## src/rtl/button_event_scheduler.sv

```systemverilog
// button_event_scheduler
//   Turns raw, asynchronous push-button lines into qualified press/release
//   events. Each line is synchronised (3 flops) and debounced by a
//   stability counter that only advances on a slow sample tick. Qualified
//   level changes are parked in a per-input pending store and handed out
//   one at a time through a round-robin arbiter on a valid/ready port.
//
//   Ports
//     clk        system clock, rising edge
//     rst        asynchronous, active-high reset
//     btn_in     raw button lines (active high, asynchronous)
//     btn_level  debounced level per input
//     evt_valid  event available on evt_id / evt_press
//     evt_ready  consumer accepts when evt_valid && evt_ready at a clock edge
//     evt_id     index of the input that produced the event
//     evt_press  1 = press (0->1), 0 = release (1->0)
//     ovf        sticky: a pending event was overwritten before delivery
//     ovf_clr    synchronous clear of ovf (a same-cycle set wins)
module button_event_scheduler #(
    parameter int N_BTN        = 4,
    parameter int TICK_DIV     = 50000,
    parameter int STABLE_TICKS = 10,
    localparam int ID_W        = (N_BTN > 1) ? $clog2(N_BTN) : 1
) (
    input  logic             clk,
    input  logic             rst,
    input  logic [N_BTN-1:0] btn_in,
    output logic [N_BTN-1:0] btn_level,
    output logic             evt_valid,
    input  logic             evt_ready,
    output logic [ID_W-1:0]  evt_id,
    output logic             evt_press,
    output logic             ovf,
    input  logic             ovf_clr
);

    localparam int TW = $clog2(TICK_DIV);
    localparam int SW = (STABLE_TICKS > 1) ? $clog2(STABLE_TICKS) : 1;
    localparam logic [TW-1:0]   TICK_LAST   = TW'(TICK_DIV - 1);
    localparam logic [SW-1:0]   STABLE_LAST = SW'(STABLE_TICKS - 1);
    localparam logic [ID_W-1:0] ID_LAST     = ID_W'(N_BTN - 1);

    logic [N_BTN-1:0] sync1_q, sync2_q, sync3_q;
    logic [TW-1:0]    tick_cnt_q;
    logic             tick;
    logic [SW-1:0]    stab_cnt_q [N_BTN];
    logic [SW-1:0]    stab_cnt_d [N_BTN];
    logic [N_BTN-1:0] level_q, level_d;
    logic [N_BTN-1:0] qualify;
    logic [N_BTN-1:0] pend_q, pend_d;
    logic [N_BTN-1:0] dir_q, dir_d;
    logic [ID_W-1:0]  ptr_q, ptr_d;
    logic             evt_valid_q, evt_valid_d;
    logic [ID_W-1:0]  evt_id_q, evt_id_d;
    logic             evt_press_q, evt_press_d;
    logic             ovf_q, ovf_d;
    logic             load;
    logic             grant_any;
    logic             grant;
    logic [ID_W-1:0]  grant_id;

    assign tick = (tick_cnt_q == TICK_LAST);

    // Debounce: a new level is accepted only after STABLE_TICKS consecutive
    // ticks disagreeing with the current level; any agreeing tick restarts.
    always_comb begin
        stab_cnt_d = stab_cnt_q;
        level_d    = level_q;
        qualify    = '0;
        if (tick) begin
            for (int i = 0; i < N_BTN; i++) begin
                if (sync3_q[i] == level_q[i]) begin
                    stab_cnt_d[i] = '0;
                end else if (stab_cnt_q[i] == STABLE_LAST) begin
                    level_d[i]    = sync3_q[i];
                    stab_cnt_d[i] = '0;
                    qualify[i]    = 1'b1;
                end else begin
                    stab_cnt_d[i] = stab_cnt_q[i] + SW'(1);
                end
            end
        end
    end

    // Round robin: scan starts one past the last winner and wraps.
    always_comb begin
        int idx;
        idx       = 0;
        grant_any = 1'b0;
        grant_id  = ptr_q;
        for (int k = 1; k <= N_BTN; k++) begin
            idx = int'(ptr_q) + k;
            if (idx >= N_BTN) begin
                idx = idx - N_BTN;
            end
            if (!grant_any && pend_q[idx]) begin
                grant_any = 1'b1;
                grant_id  = ID_W'(idx);
            end
        end
    end

    assign load  = !evt_valid_q || evt_ready;
    assign grant = load && grant_any;

    always_comb begin
        pend_d      = pend_q;
        dir_d       = dir_q;
        ptr_d       = ptr_q;
        evt_valid_d = evt_valid_q;
        evt_id_d    = evt_id_q;
        evt_press_d = evt_press_q;
        ovf_d       = ovf_q;

        if (load) begin
            if (grant_any) begin
                evt_valid_d      = 1'b1;
                evt_id_d         = grant_id;
                evt_press_d      = dir_q[grant_id];
                pend_d[grant_id] = 1'b0;
                ptr_d            = grant_id;
            end else begin
                evt_valid_d = 1'b0;
            end
        end

        if (ovf_clr) begin
            ovf_d = 1'b0;
        end

        // A fresh qualification re-arms the slot even if the old event is
        // leaving this cycle; only an undelivered event counts as lost.
        for (int i = 0; i < N_BTN; i++) begin
            if (qualify[i]) begin
                if (pend_q[i] && !(grant && (grant_id == ID_W'(i)))) begin
                    ovf_d = 1'b1;
                end
                pend_d[i] = 1'b1;
                dir_d[i]  = level_d[i];
            end
        end
    end

    always_ff @(posedge clk or posedge rst) begin
        if (rst) begin
            sync1_q     <= '0;
            sync2_q     <= '0;
            sync3_q     <= '0;
            tick_cnt_q  <= '0;
            for (int i = 0; i < N_BTN; i++) begin
                stab_cnt_q[i] <= '0;
            end
            level_q     <= '0;
            pend_q      <= '0;
            dir_q       <= '0;
            ptr_q       <= ID_LAST;
            evt_valid_q <= 1'b0;
            evt_id_q    <= '0;
            evt_press_q <= 1'b0;
            ovf_q       <= 1'b0;
        end else begin
            sync1_q     <= btn_in;
            sync2_q     <= sync1_q;
            sync3_q     <= sync2_q;
            tick_cnt_q  <= tick ? '0 : tick_cnt_q + TW'(1);
            stab_cnt_q  <= stab_cnt_d;
            level_q     <= level_d;
            pend_q      <= pend_d;
            dir_q       <= dir_d;
            ptr_q       <= ptr_d;
            evt_valid_q <= evt_valid_d;
            evt_id_q    <= evt_id_d;
            evt_press_q <= evt_press_d;
            ovf_q       <= ovf_d;
        end
    end

    assign btn_level = level_q;
    assign evt_valid = evt_valid_q;
    assign evt_id    = evt_id_q;
    assign evt_press = evt_press_q;
    assign ovf       = ovf_q;

endmodule

```

## config.mk

```make
export PLATFORM = sky130hd
export DESIGN_NAME = button_event_scheduler
export DESIGN_NICKNAME = d
export VERILOG_FILES = /design/src/rtl/button_event_scheduler.sv
export SDC_FILE = /design/constraint.sdc
export NUM_CORES = 1
export LEC_CHECK = 0
export CORE_AREA = 2 2 82 76
export DETAILED_ROUTE_END_ITERATION = 12
export DIE_AREA = 0 0 84 78
export GPL_TIMING_DRIVEN = 0
export HOLD_SLACK_MARGIN = 0.06
export PLACE_DENSITY = 0.71
export SETUP_SLACK_MARGIN = 0.3
export SYNTH_ARGS = -nofsm -noshare
export SYNTH_HDL_FRONTEND = slang
export SYNTH_SLANG_ARGS = --single-unit
```

## constraint.sdc

```tcl
create_clock -name clk -period 2.2 [get_ports clk]
set_clock_uncertainty 0.1 [all_clocks]
set_input_delay 0.44 -clock clk [delete_from_list [all_inputs] [get_ports clk]]
set_output_delay 0.44 -clock clk [all_outputs]
set_load 0.005 [all_outputs]
```

### After elaboration in Yosys (flattened, before gate mapping)

Cells that the tools add are included.

| storage, ports and cells | value |
|---|---|
| register bits after elaboration | 63 |
| input port bits | 8 |
| output and inout bits | 9 |
| word-level logic and storage cells | 166 |

| cells by class | value |
|---|---|
| add/subtract/negate cells | 13 |
| $lt $le $gt $ge | 10 |
| equality and inequality tests | 12 |
| mux-type cells | 71 |
| bitwise operators | 2 |
| reductions and logical operators | 36 |

Operators with widths:

| cell | number |
|---|---|
| < comparator 32 x 4 -> 1 bit, second input constant | 4 |
| 2-to-1 mux 32 bit | 4 |
| 2-to-1 mux 4 bit | 12 |
| 2-to-1 mux 1 bit | 44 |
| adder 16 x 1 -> 16 bit, second input constant | 1 |
| adder 4 x 1 -> 4 bit, second input constant | 4 |
| == test 16 bit, second input constant | 1 |
| == test 4 bit, second input constant | 4 |
| 2-to-1 mux 16 bit | 1 |
| nonzero test 2 bit | 8 |
| logical AND 1 bit | 13 |
| subtractor 3 x 3 -> 4 bit, second input constant | 3 |
| binary-select mux 1 bit (select 2 bit) | 5 |
| AND reduction 2 bit | 5 |
| greater-or-equal comparator 3 bit, second input constant | 3 |
| logical NOT 1 bit | 8 |
| 2-to-1 mux 2 bit | 4 |
| adder 2 x 2 -> 3 bit, second input constant | 2 |
| subtractor 4 x 3 -> 5 bit, second input constant | 1 |
| adder 2 x 3 -> 4 bit, second input constant | 1 |
| bitwise AND 4 bit | 1 |
| == test 1 bit | 4 |
| == test 2 bit, second input constant | 2 |
| greater-or-equal comparator 4 x 3 -> 1 bit, second input constant | 1 |
| other kinds (8) | 8 |

### Logic depth before layout (Yosys ltp)

| logic depth | value |
|---|---|
| word-level depth | 28 |
| mapped depth | 9 |
| mapped depth without buffers | 7 |

### Least setup slack after synthesis

OpenSTA, ideal clock, no wires.

| path | value |
|---|---|
| kind | flip-flop to flip-flop |
| start | register tick_cnt_q[0] |
| end | register level_q[0] (netlist: btn_level[0]) |
| setup time | 0.125 ns |
| arrival time | 1.540 ns |
| data required time | 1.975 ns |
| slack | 0.435 ns |
| cell stages (with the launch flop) | 8 |
| buffers on the path | 2 |
| clock period less this slack | 1.765 ns |
| path through | dfrtp_1 > ha_1 > and3_1 > buf_2 > nand4_1 > buf_6 > nor2_4 > mux2_2 |

| between the ends | value |
|---|---|
| longest elaborated chain between the ends | 2 |

RTL lines:

| item | line | text |
|---|---|---|
| start: declaration | 44 | `logic [TW-1:0] tick_cnt_q;` |
| start signal: assignment | 165 | `tick_cnt_q <= tick ? '0 : tick_cnt_q + TW'(1);` |
| == test 16 bit | 62 | `assign tick = (tick_cnt_q == TICK_LAST);` |
| 2-to-1 mux 4 bit | 70 | `if (tick) begin` |
| named net level_d[0] | 48 | `logic [N_BTN-1:0] level_q, level_d;` |
| end signal: assignment | 167 | `level_q <= level_d;` |
| end: declaration | 48 |  |

The timed path passes the listed nets, and every way through them passes these cells.
A chain may end at the register's enable or synchronous reset.

### Worst setup path after layout

| path | value |
|---|---|
| start | register tick_cnt_q[1] |
| end | register level_q[0] (netlist: btn_level[0]) |

Same word-level chain as after synthesis.

==> impl_metrics.yaml <==
run_status:
  status: "completed"
setup_path:
  r2r-end: "btn_level[0]$_DFF_PP0_"
  reg2reg_from: "tick_cnt_q[1]$_DFF_PP0_"
  critPathKind: "register to register"
  reg2reg_slack_ps: 290
  crit_path_frequent_cell: "buf_6"
  cp_top_family: "simple AND/OR/NAND/NOR gates"
  reg2regPathDepth: 7
  worstPathArrival_ps: 2040
  path_buf_inv: 2
  cp_max_fo: 5
  path_cells: "ha_2 > and3_4 > buf_6 > nand4_1 > buf_6 > nor2_4 > mux2_2"
  critPathSlowestCell: "dfrtp_1"
  max_stage_delay_ps: 370
  cp.required_ps: 2330
  critPathCaptureType: "register"
  start_kind: "register"
sta:
  slew_viol_final: 0
  setup_viol: 0
  min_period_ps: 1910
  timing.final.crit_share_pct: 86.8
  slew_headroom_pct: 69.1
  hold_viol: 0
  setup_tns_ps: 0
  max_freq_mhz: 524
  rsz0062_at_grt: "yes"
  tightest_slew_ps: 462
  finalWorstSetupSlack_ps: 290
global_route:
  grt_pass1_vias: 1973
  overflow: 0
  grtUsageTotal_pct: 18.7
  grt_max_degree: 64
  grt_pass1_wl_um: 9450
  antenna_found_initial: 0
finish:
  fillers: 442
  nNetsFinal: 317
  synthToLayoutAreaGrowth_pct: 23.8
  multi_input_area_sq_um: 1360
  drive_above_1_share_pct: 21.4
  diodes: 0
  regArea_sq_um: 1580
route:
  vias: 2070
  antenna_left: 0
  routed_wl_um: 5550
  dr.pass1.iters: 4
  drc: 0
  viasPerCell: 5.53
  drt-initial-drc-count: 134
  wl_per_cell_um: 14.8
synth:
  syn_inst: 267
  ys_types: 47
  synth-seq-cells: 63
  ys_seq_area_share_pct: 54.4
  syn_area_sq_um: 2900
  synth_fp_nets: 284
  ys.flop_type: "dfrtp_1"
  avgSynthCellArea_sq_um: 10.9
  synthArstFlopShare_pct: 100
  yosysWarnings: 0
  synth-edff-count: 0
floorplan:
  row_count: 26
  die_w_um: 84
  coreArea_sq_um: 5630
  dieArea_sq_um: 6550
  initial_utilization_pct: 51.6
  io_pins: 17
  die_h_um: 78
clock_network:
  clockRootBuffer: "clkbuf_8"
  cts_buffers: 9
  cts.sink_count: 63
  cts.clk_slew.worst_paths_ps: 70
  htree_levels: 3
  clockBufferDepth: 2
  cts_hold_buffers: 0
  cts_tree: "done"
  clkLatencyLatePin_ps: 340
worst_hold_path:
  holdCritStartpoint: "sync2_q[1]$_DFF_PP0_"
  min_to: "sync3_q[1]$_DFF_PP0_"
  hp-class: "register to register"
  whs_path_depth: 0
placement:
  portBuffers: 16
  gp_congestion: 0.793
  pre_cts_ws_ps: -54.7
  hpwl_um: 3520
run:
  maxCapViolations: 0
power:
  p_leak_nw: 1.59
  ir_drop_mv: 0.616
  power_density_nw_per_um2: 768
-- power by group --
part	leakage [nW]	total [mW]	switching [mW]	internal (mW)
Sequential	0.821	1.28	0.0653	1.22
Clock	0.119	1.22	0.441	0.779
Combinational	0.647	0.259	0.124	0.135
Total	1.59	2.76	0.630	2.13
-- synth_stat cells, types with 4 or more instances --
master     n  area (sq um)
and3_1     4          25.0
o21ai_0   13          65.1
buf_2      4          20.0
nand3_1   10          50.1
mux2_2     6          67.6
nor2_1    18          67.6
o21ai_1   10          50.1
or3_1      4          25.0
nand2_1   27           101
a21o_1     4          30.0
ha_1       9           113
xnor2_1    6          52.6
xor2_1    11          96.3
dfrtp_1   61          1530
a21oi_1    8          40.0
nand3b_1   5          37.5
nor2_4     4          45.0
nand4_1    7          43.8
inv_1     11          41.3
nor3_1     9          45.0
-- metrics by stage --
stage	hold WS [ps]	cell area [sq um]	power, mW	utilization (%)	std cells
after floorplan	231	2910	1.41	-	267
after global placement	233	3160	1.49	56.1	353
after detailed placement	236	3160	1.50	56.1	353
after CTS	253	3420	2.73	60.7	370
after global routing	258	3590	2.87	63.9	374
final	248	3590	2.76	63.9	374
-- cells by family after synthesis --
family	count (synthesis)	share of synthesized area [%]
compound gates	53	11.8
mux	8	3.06
flops	63	54.4
simple gates	99	18.7
xor+xnor	17	5.13
buf+inv	18	3.02
fa+ha+maj	9	3.88
-- state kept, by name, summed over array words and instances (netlist names) --
signal      flops
btn_level       4
dir_q           4
evt_id          2
evt_press       1
evt_valid       1
ovf             1
pend_q          4
ptr_q           2
stab_cnt_q     16
sync1_q         4
sync2_q         4
sync3_q         4
tick_cnt_q     16
-- per-layer routing --
metal  GRT usage [%]  vias to the layer above  wire length (um)  share of wire, %
li1                -                     1006                 -                 -
met1            27.0                     1026              2750                50
met2            26.3                       32              2550                46
met3            5.85                        6               199               3.6
met4            7.58                        0                51              0.92
met5               0                        -                 0                 0
-- layout make-up --
cell class | count | area share (%)
multi-input cells | 186 | 37.8
clock inverters | 5 | 2.96
flip-flops and latches | 63 | 44.0
well taps | 70 | 2.44
plain buffers | 6 | 1.53
clock buffers | 10 | 3.83
repair buffers | 22 | 6.09
inverters | 12 | 1.36
-- worst reg2reg max path, cell delays in order (launching register included) --
cell	delay, ps
dfrtp_1	370
ha_2	190
and3_4	180
buf_6	100
nand4_1	180
buf_6	220
nor2_4	120
mux2_2	340
-- how the worst max path moves through the flow --
stage / endpoint / cells after the start / from
3_5_place_dp: ovf$_DFF_PP0_ / 7 / evt_ready
6_report: btn_level[0]$_DFF_PP0_ / 7 / tick_cnt_q[1]$_DFF_PP0_
3_3_place_gp: ovf$_DFF_PP0_ / 7 / evt_ready
4_1_cts: evt_press$_DFFE_PP0P_ / 5 / ptr_q[1]$_DFFE_PP1P_
2_1_floorplan: btn_level[0]$_DFF_PP0_ / 7 / tick_cnt_q[0]$_DFF_PP0_
5_1_grt: stab_cnt_q[7]$_DFFE_PP0N_ / 8 / tick_cnt_q[1]$_DFF_PP0_
-- cell usage in the layout (no fill, tap or decap), types with 3 or more instances in the layout --
| master | instances |
|---|---|
| nor2_4 | 4 |
| o21a_1 | 3 |
| a21oi_1 | 7 |
| nor3_1 | 9 |
| or3_1 | 4 |
| buf_2 | 3 |
| dfrtp_1 | 60 |
| nor2_1 | 17 |
| xor2_1 | 11 |
| clkdlybuf4s50_1 | 16 |
| a21o_1 | 4 |
| nand2_1 | 26 |
| mux2_4 | 5 |
| ha_1 | 8 |
| xnor2_1 | 6 |
| nand2b_1 | 3 |
| o21ai_1 | 10 |
| bufinv_16 | 3 |
| buf_4 | 4 |
| nand4_1 | 7 |
| clkbuf_8 | 10 |
| inv_1 | 10 |
| o21ai_0 | 13 |
| nand3b_1 | 5 |
| buf_6 | 3 |
| nand3_1 | 10 |
-- what timing repair did --
item                                    CTS  global route
cloned                                    1             0
hold endpoints to repair                  0             0
pin swaps                                 2            10
buffers inserted                          1             3
gates resized for setup                   2            29
endpoints found under the setup margin    6            26
(Power assumes the default switching activity.)
